### src/rtl/uart_link_tx_arbiter.sv
// rtl/uart_link_tx_arbiter.sv - frame-atomic two-source arbiter in front of one uart_tx
//
// Purpose:
//    Shares a single uart_tx byte transmitter between two frame sources
//    (source 0 = initiator-side requests, source 1 = target-side responses).
//    Each frame goes out prefixed with a channel tag byte. Sources are
//    arbitrated round-robin only at frame boundaries. A frame whose source
//    stalls mid-frame is closed with ABORT_BYTE.
//
// Ports:
//    clk, rst       system clock, synchronous active-high reset
//    s_valid[1:0]   per-source byte valid
//    s_data[15:0]   source i byte on [8i+7:8i]
//    s_last[1:0]    per-source last-byte-of-frame flag
//    s_ready[1:0]   per-source ready, registered, at most one bit set
//    tx_data[7:0]   byte to uart_tx, registered
//    tx_start       one-cycle start pulse to uart_tx, registered
//    tx_busy        uart_tx busy, rises the cycle after tx_start is sampled
//    grant[1:0]     one-hot owner of the current frame, 0 when idle
//    frame_done     one-cycle pulse after the last byte of a frame is started
//    err_timeout    one-cycle pulse, coincident with the abort byte's tx_start

module uart_link_tx_arbiter #(
   parameter logic [7:0] TAG0       = 8'hA0,
   parameter logic [7:0] TAG1       = 8'hB0,
   parameter logic [7:0] ABORT_BYTE = 8'hFF,
   parameter int         TIMEOUT    = 1024
) (
   input  logic        clk,
   input  logic        rst,
   input  logic [1:0]  s_valid,
   input  logic [15:0] s_data,
   input  logic [1:0]  s_last,
   output logic [1:0]  s_ready,
   output logic [7:0]  tx_data,
   output logic        tx_start,
   input  logic        tx_busy,
   output logic [1:0]  grant,
   output logic        frame_done,
   output logic        err_timeout
);

   // The counter never needs to hold TIMEOUT itself: the abort is taken on
   // the edge where it would reach it.
   localparam int CW = (TIMEOUT > 2) ? $clog2(TIMEOUT) : 1;

   typedef enum logic [2:0] {
      S_IDLE,
      S_TAG,
      S_GAP,
      S_FETCH,
      S_SEND,
      S_GAP2,
      S_ABORT
   } state_t;

   state_t        state, state_nxt;
   logic [1:0]    grant_nxt;
   logic [1:0]    s_ready_nxt;
   logic [7:0]    tx_data_nxt;
   logic          tx_start_nxt;
   logic          frame_done_nxt;
   logic          err_timeout_nxt;
   logic          last_winner, last_winner_nxt;
   logic [CW-1:0] to_cnt, to_cnt_nxt;
   logic [7:0]    byte_q, byte_q_nxt;
   logic          last_q, last_q_nxt;

   logic          xfer;
   logic [7:0]    data_sel;
   logic          last_sel;
   logic          pick1;

   // s_ready is only ever driven for the granted source, so any set bit of
   // the AND is the granted source transferring.
   assign xfer     = |(s_valid & s_ready);
   assign data_sel = grant[1] ? s_data[15:8] : s_data[7:0];
   assign last_sel = grant[1] ? s_last[1] : s_last[0];

   // On a tie the source that did not win last time goes; otherwise the
   // only valid source goes.
   assign pick1 = (s_valid == 2'b11) ? ~last_winner : s_valid[1];

   always_comb begin
      state_nxt       = state;
      grant_nxt       = grant;
      s_ready_nxt     = 2'b00;
      tx_data_nxt     = tx_data;
      tx_start_nxt    = 1'b0;
      frame_done_nxt  = 1'b0;
      err_timeout_nxt = 1'b0;
      last_winner_nxt = last_winner;
      to_cnt_nxt      = to_cnt;
      byte_q_nxt      = byte_q;
      last_q_nxt      = last_q;

      case (state)
         S_IDLE: begin
            to_cnt_nxt = '0;
            if (s_valid != 2'b00) begin
               grant_nxt       = pick1 ? 2'b10 : 2'b01;
               last_winner_nxt = pick1;
               state_nxt       = S_TAG;
            end
         end

         S_TAG: begin
            if (!tx_busy) begin
               tx_start_nxt = 1'b1;
               tx_data_nxt  = grant[1] ? TAG1 : TAG0;
               state_nxt    = S_GAP;
            end
         end

         // tx_busy lags tx_start by a cycle; this cycle keeps the FSM from
         // reading the stale low busy right after a start.
         S_GAP: begin
            state_nxt = S_FETCH;
         end

         // Fetching does not look at tx_busy, so the next byte can be
         // buffered while the previous one is still shifting out.
         S_FETCH: begin
            if (xfer) begin
               byte_q_nxt = data_sel;
               last_q_nxt = last_sel;
               to_cnt_nxt = '0;
               state_nxt  = S_SEND;
            end else if (to_cnt == CW'(TIMEOUT - 1)) begin
               to_cnt_nxt = '0;
               state_nxt  = S_ABORT;
            end else begin
               to_cnt_nxt  = to_cnt + CW'(1);
               s_ready_nxt = grant;
            end
         end

         S_SEND: begin
            if (!tx_busy) begin
               tx_start_nxt = 1'b1;
               tx_data_nxt  = byte_q;
               state_nxt    = S_GAP2;
            end
         end

         S_GAP2: begin
            if (last_q) begin
               frame_done_nxt = 1'b1;
               grant_nxt      = 2'b00;
               state_nxt      = S_IDLE;
            end else begin
               state_nxt = S_FETCH;
            end
         end

         S_ABORT: begin
            if (!tx_busy) begin
               tx_start_nxt    = 1'b1;
               tx_data_nxt     = ABORT_BYTE;
               err_timeout_nxt = 1'b1;
               grant_nxt       = 2'b00;
               state_nxt       = S_IDLE;
            end
         end

         default: begin
            grant_nxt = 2'b00;
            state_nxt = S_IDLE;
         end
      endcase
   end

   always_ff @(posedge clk) begin
      if (rst) begin
         state       <= S_IDLE;
         grant       <= 2'b00;
         s_ready     <= 2'b00;
         tx_data     <= 8'h00;
         tx_start    <= 1'b0;
         frame_done  <= 1'b0;
         err_timeout <= 1'b0;
         last_winner <= 1'b1;
         to_cnt      <= '0;
         byte_q      <= 8'h00;
         last_q      <= 1'b0;
      end else begin
         state       <= state_nxt;
         grant       <= grant_nxt;
         s_ready     <= s_ready_nxt;
         tx_data     <= tx_data_nxt;
         tx_start    <= tx_start_nxt;
         frame_done  <= frame_done_nxt;
         err_timeout <= err_timeout_nxt;
         last_winner <= last_winner_nxt;
         to_cnt      <= to_cnt_nxt;
         byte_q      <= byte_q_nxt;
         last_q      <= last_q_nxt;
      end
   end

endmodule

### config.mk
export PLATFORM = sky130hd
export DESIGN_NAME = uart_link_tx_arbiter
export DESIGN_NICKNAME = d
export VERILOG_FILES = /design/src/rtl/uart_link_tx_arbiter.sv
export SDC_FILE = /design/constraint.sdc
export NUM_CORES = 1
export LEC_CHECK = 0
export ABC_AREA = 1
export ABC_CLOCK_PERIOD_IN_PS = 3850
export BUFFER_PORTS_ARGS = -buffer_cell sky130_fd_sc_hd__buf_2
export CORE_AREA = 4 4 64 66
export CTS_BUF_LIST = sky130_fd_sc_hd__clkbuf_4 sky130_fd_sc_hd__clkbuf_8
export CTS_CLUSTER_DIAMETER = 200
export CTS_CLUSTER_SIZE = 24
export DETAILED_ROUTE_END_ITERATION = 16
export DIE_AREA = 0 0 68 70
export HOLD_SLACK_MARGIN = 0.08
export PLACE_DENSITY = 0.85
export SYNTH_ARGS = -nofsm -noshare
export SYNTH_HDL_FRONTEND = slang
export SYNTH_SLANG_ARGS = --single-unit
### constraint.sdc
create_clock -name clk -period 3.85 [get_ports clk]
set_input_delay 0.1925 -clock clk [delete_from_list [all_inputs] [get_ports clk]]
set_output_delay 0.1925 -clock clk [all_outputs]
set_load 0.05 [all_outputs]
==> impl_metrics.csv <==
group,metric,value,unit
run_status,status,"complete, no violations",
placed_design,place_inst,333,
drt,num_vias,1744,
placed_design,finalWeightedCongestion,0.867,
final_layout,n_antenna_cell,0,
clock_network,clockRootBuffer,"clkbuf_4",
floorplan,row_count,22,
yosys,synth_fa_ha_area_share,0.672,%
worst_setup_path,end_kind,"flop",
worst_setup_path,cp.arrival,1.93,ns
worst_setup_path,critPathKind,"reg2reg",
power_and_ir_drop,powerDensity,594,mW/mm²
yosys,synthTopCellsByArea,"dfxtp_1, nand2_1, o21ai_0",
sta,slew_headroom,55.2,%
clock_network,cts_resized,0,
final_layout,final_area,0.00209,mm²
run,drv_cap,0,
floorplan,die_h,70,µm
placed_design,dp_worst_setup_slack,2.22,ns
placed_design,port_buffers,37,
sta,hold_violations,0,
final_layout,drive_gt1_share,21.8,%
placed_design,dp_hpwl,2870,µm
worst_setup_path,path_max_fanout,16,
final_layout,fillers,348,
power_and_ir_drop,finalPower,1.24,mW
yosys,ys_ff_latch,38,
global_route,grt_pass1_wl,6600,µm
power_and_ir_drop,ir_drop,0.000344,V
sta,worst_pin_slew,0.672,ns
drt,drc,0,
worst_hold_path,hold_depth,3,
global_route,antenna_found_initial,0,
worst_setup_path,r2r-start,"state[2]",
yosys,synthFlopType,"dfxtp_1",
yosys,synth_top_area_share,40.9,%
yosys,netlist_instances,259,
yosys,synth_top_family_by_area,"simple AND/OR/NAND/NOR gates",
floorplan,core_area,0.00358,mm²
sta,hold_slack,0.103,ns
drt,wirelength,3880,µm
yosys,ys_seq_area_share,40.9,%
worst_setup_path,reg2reg_slack,2.17,ns
floorplan,start_util,52.0,%
drt,drt-initial-drc-count,101,
global_route,grt_pass1_vias,1548,
worst_setup_path,reg2reg_depth,7,
final_layout,nets,316,
worst_hold_path,hold_path_class,"in2reg",
worst_setup_path,required,4.10,ns
sta,period_needed,1.68,ns
worst_setup_path,startpoint_type,"flop",
sta,tns,0,ns
yosys,syn_area,0.00186,mm²
floorplan,ioPinCount,38,
yosys,synth_top_cell_by_area,"dfxtp_1",
drt,wl_per_cell,11.4,µm
yosys,synth_edf_count,0,
global_route,grt_overflow,0,
global_route,grt_max_degree,26,
yosys,ys_async_sr_fraction,0,%
sta,fmax,0.595,GHz
drt,drtPass1Iterations,4,
drt,ant_nets,0,
sta,setup_viol,0,
final_layout,final_common_cell,"nand2_1",
drt,drt-vias-per-instance,5.11,
clock_network,clock_path_buffers,2,
yosys,ys_warn_count,0,
yosys,avgSynthCellArea,7.18,µm²
final_layout,instances_no_fill,341,
yosys,yosys.area_share.simple,31.1,%
yosys,syn-num-nets,283,
sta,timing.final.ws_setup,2.17,ns
power_and_ir_drop,p_leak,0.966,nW
sta,final_max_slew_viol_count,0,
sta,rsz0062_at_grt,"false",
floorplan,die-area,0.00476,mm²
clock_network,cts_buffers,5,
yosys,synth_xor_xnor_area_share,1.41,%
clock_network,clkLatencyLatePin,0.34,ns
clock_network,clock-sinks,38,
yosys,synth_cell_types,31,
final_layout,utilization,58.4,%
final_layout,final_cell_mix,"nand2_1, dfxtp_1, buf_2",
sta,fin_skew,0.00768,ns
final_layout,synthToLayoutAreaGrowth,12.3,%
yosys,synth_compound_gate_area_share,16.3,%
worst_setup_path,r2r_end,"state[1]",
yosys,synthMuxAreaShare,0,%
clock_network,htreeDepth,2,
clock_network,postCtsSetupRepairBufs,0,
floorplan,die_w,68,µm
clock_network,cts_tree,"built",
sta,period_share,43.6,%
placed_design,dpl-instance-area,0.00203,mm²
worst_hold_path,holdCritStartpoint,"s_data[6]",
worst_hold_path,hold_end,"byte_q[6]",
clock_network,clk_pin_slew_worst_paths,0.11,ns
global_route,track_usage,17.8,%
clock_network,holdBufCountCts,0,
[cells by family (layout without fill, tap and decap cells)]
logic type	after synthesis	after routing
AO/OA/AOI/OAI	54	54
XOR/XNOR	3	3
adder cells (fa/ha/maj)	1	1
buffers and inverters	36	70
flip-flops	38	38
AND/OR/NAND/NOR	127	127
[cell usage after synthesis, types with 2 or more instances]
master	number
nor3_2	2
buf_6	4
clkbuf_1	4
buf_4	2
inv_2	3
nand2_2	5
o21ai_0	21
nand3_1	12
nor2_2	2
nand2_1	66
o211ai_1	4
xor2_1	3
dfxtp_1	38
nand4_1	5
nor2_1	26
a31oi_1	9
nor3_1	3
a21oi_1	17
inv_1	21
[power breakdown]
part	total, mW	switching (mW)	internal [mW]
Sequential	0.523	0.0731	0.450
Clock	0.221	0.126	0.0956
Combinational	0.498	0.361	0.136
Total	1.24	0.560	0.681
[worst max-delay path: stages (launching register included)]
cell,delay (ns)
dfxtp_1,0.70
inv_2,0.15
nand3_1,0.13
nand2_1,0.05
nor2_1,0.30
nand3_1,0.12
nand2_1,0.08
nor2_1,0.05
[flip-flops by register name (all words and copies together) (netlist names)]
signal / cells
to_cnt: 10
tx_data: 8
grant: 2
last_winner: 1
last_q: 1
byte_q: 8
s_ready: 2
state: 3
tx_start: 1
frame_done: 1
err_timeout: 1
[layer usage]
metal / GRT usage [%] / up-vias / share of wire, % / wire length [µm]
li1: - / 920 / - / -
met1: 23.6 / 772 / 46 / 1790
met2: 27.6 / 47 / 47 / 1830
met3: 2.89 / 5 / 5.1 / 197
met4: 8.17 / 0 / 1.6 / 63
met5: 0 / - / 0 / 0
[worst max path at each step]
stage                    start        end  slack (ns)
floorplan           s_ready[0]  to_cnt[2]        2.50
global placement      state[1]   state[0]        2.28
detailed placement    state[2]   state[1]        2.22
CTS                   state[2]   state[0]        2.19
global route          state[2]  to_cnt[6]        2.00
finish                state[2]   state[1]        2.17
[final cells by class]
| cell class | count | area, µm² | share of cell area [%] |
|---|---|---|---|
| Clock inverter | 1 | 5.00 | 0.240 |
| Timing Repair Buffer | 37 | 185 | 8.86 |
| Sequential cell | 38 | 761 | 36.4 |
| Multi-Input combinational cell | 185 | 921 | 44.1 |
| Inverter | 25 | 98.8 | 4.73 |
| Clock buffer | 7 | 58.8 | 2.81 |
| Tap cell | 48 | 60.1 | 2.87 |
Note: power is estimated with default switching activity, not from simulation.
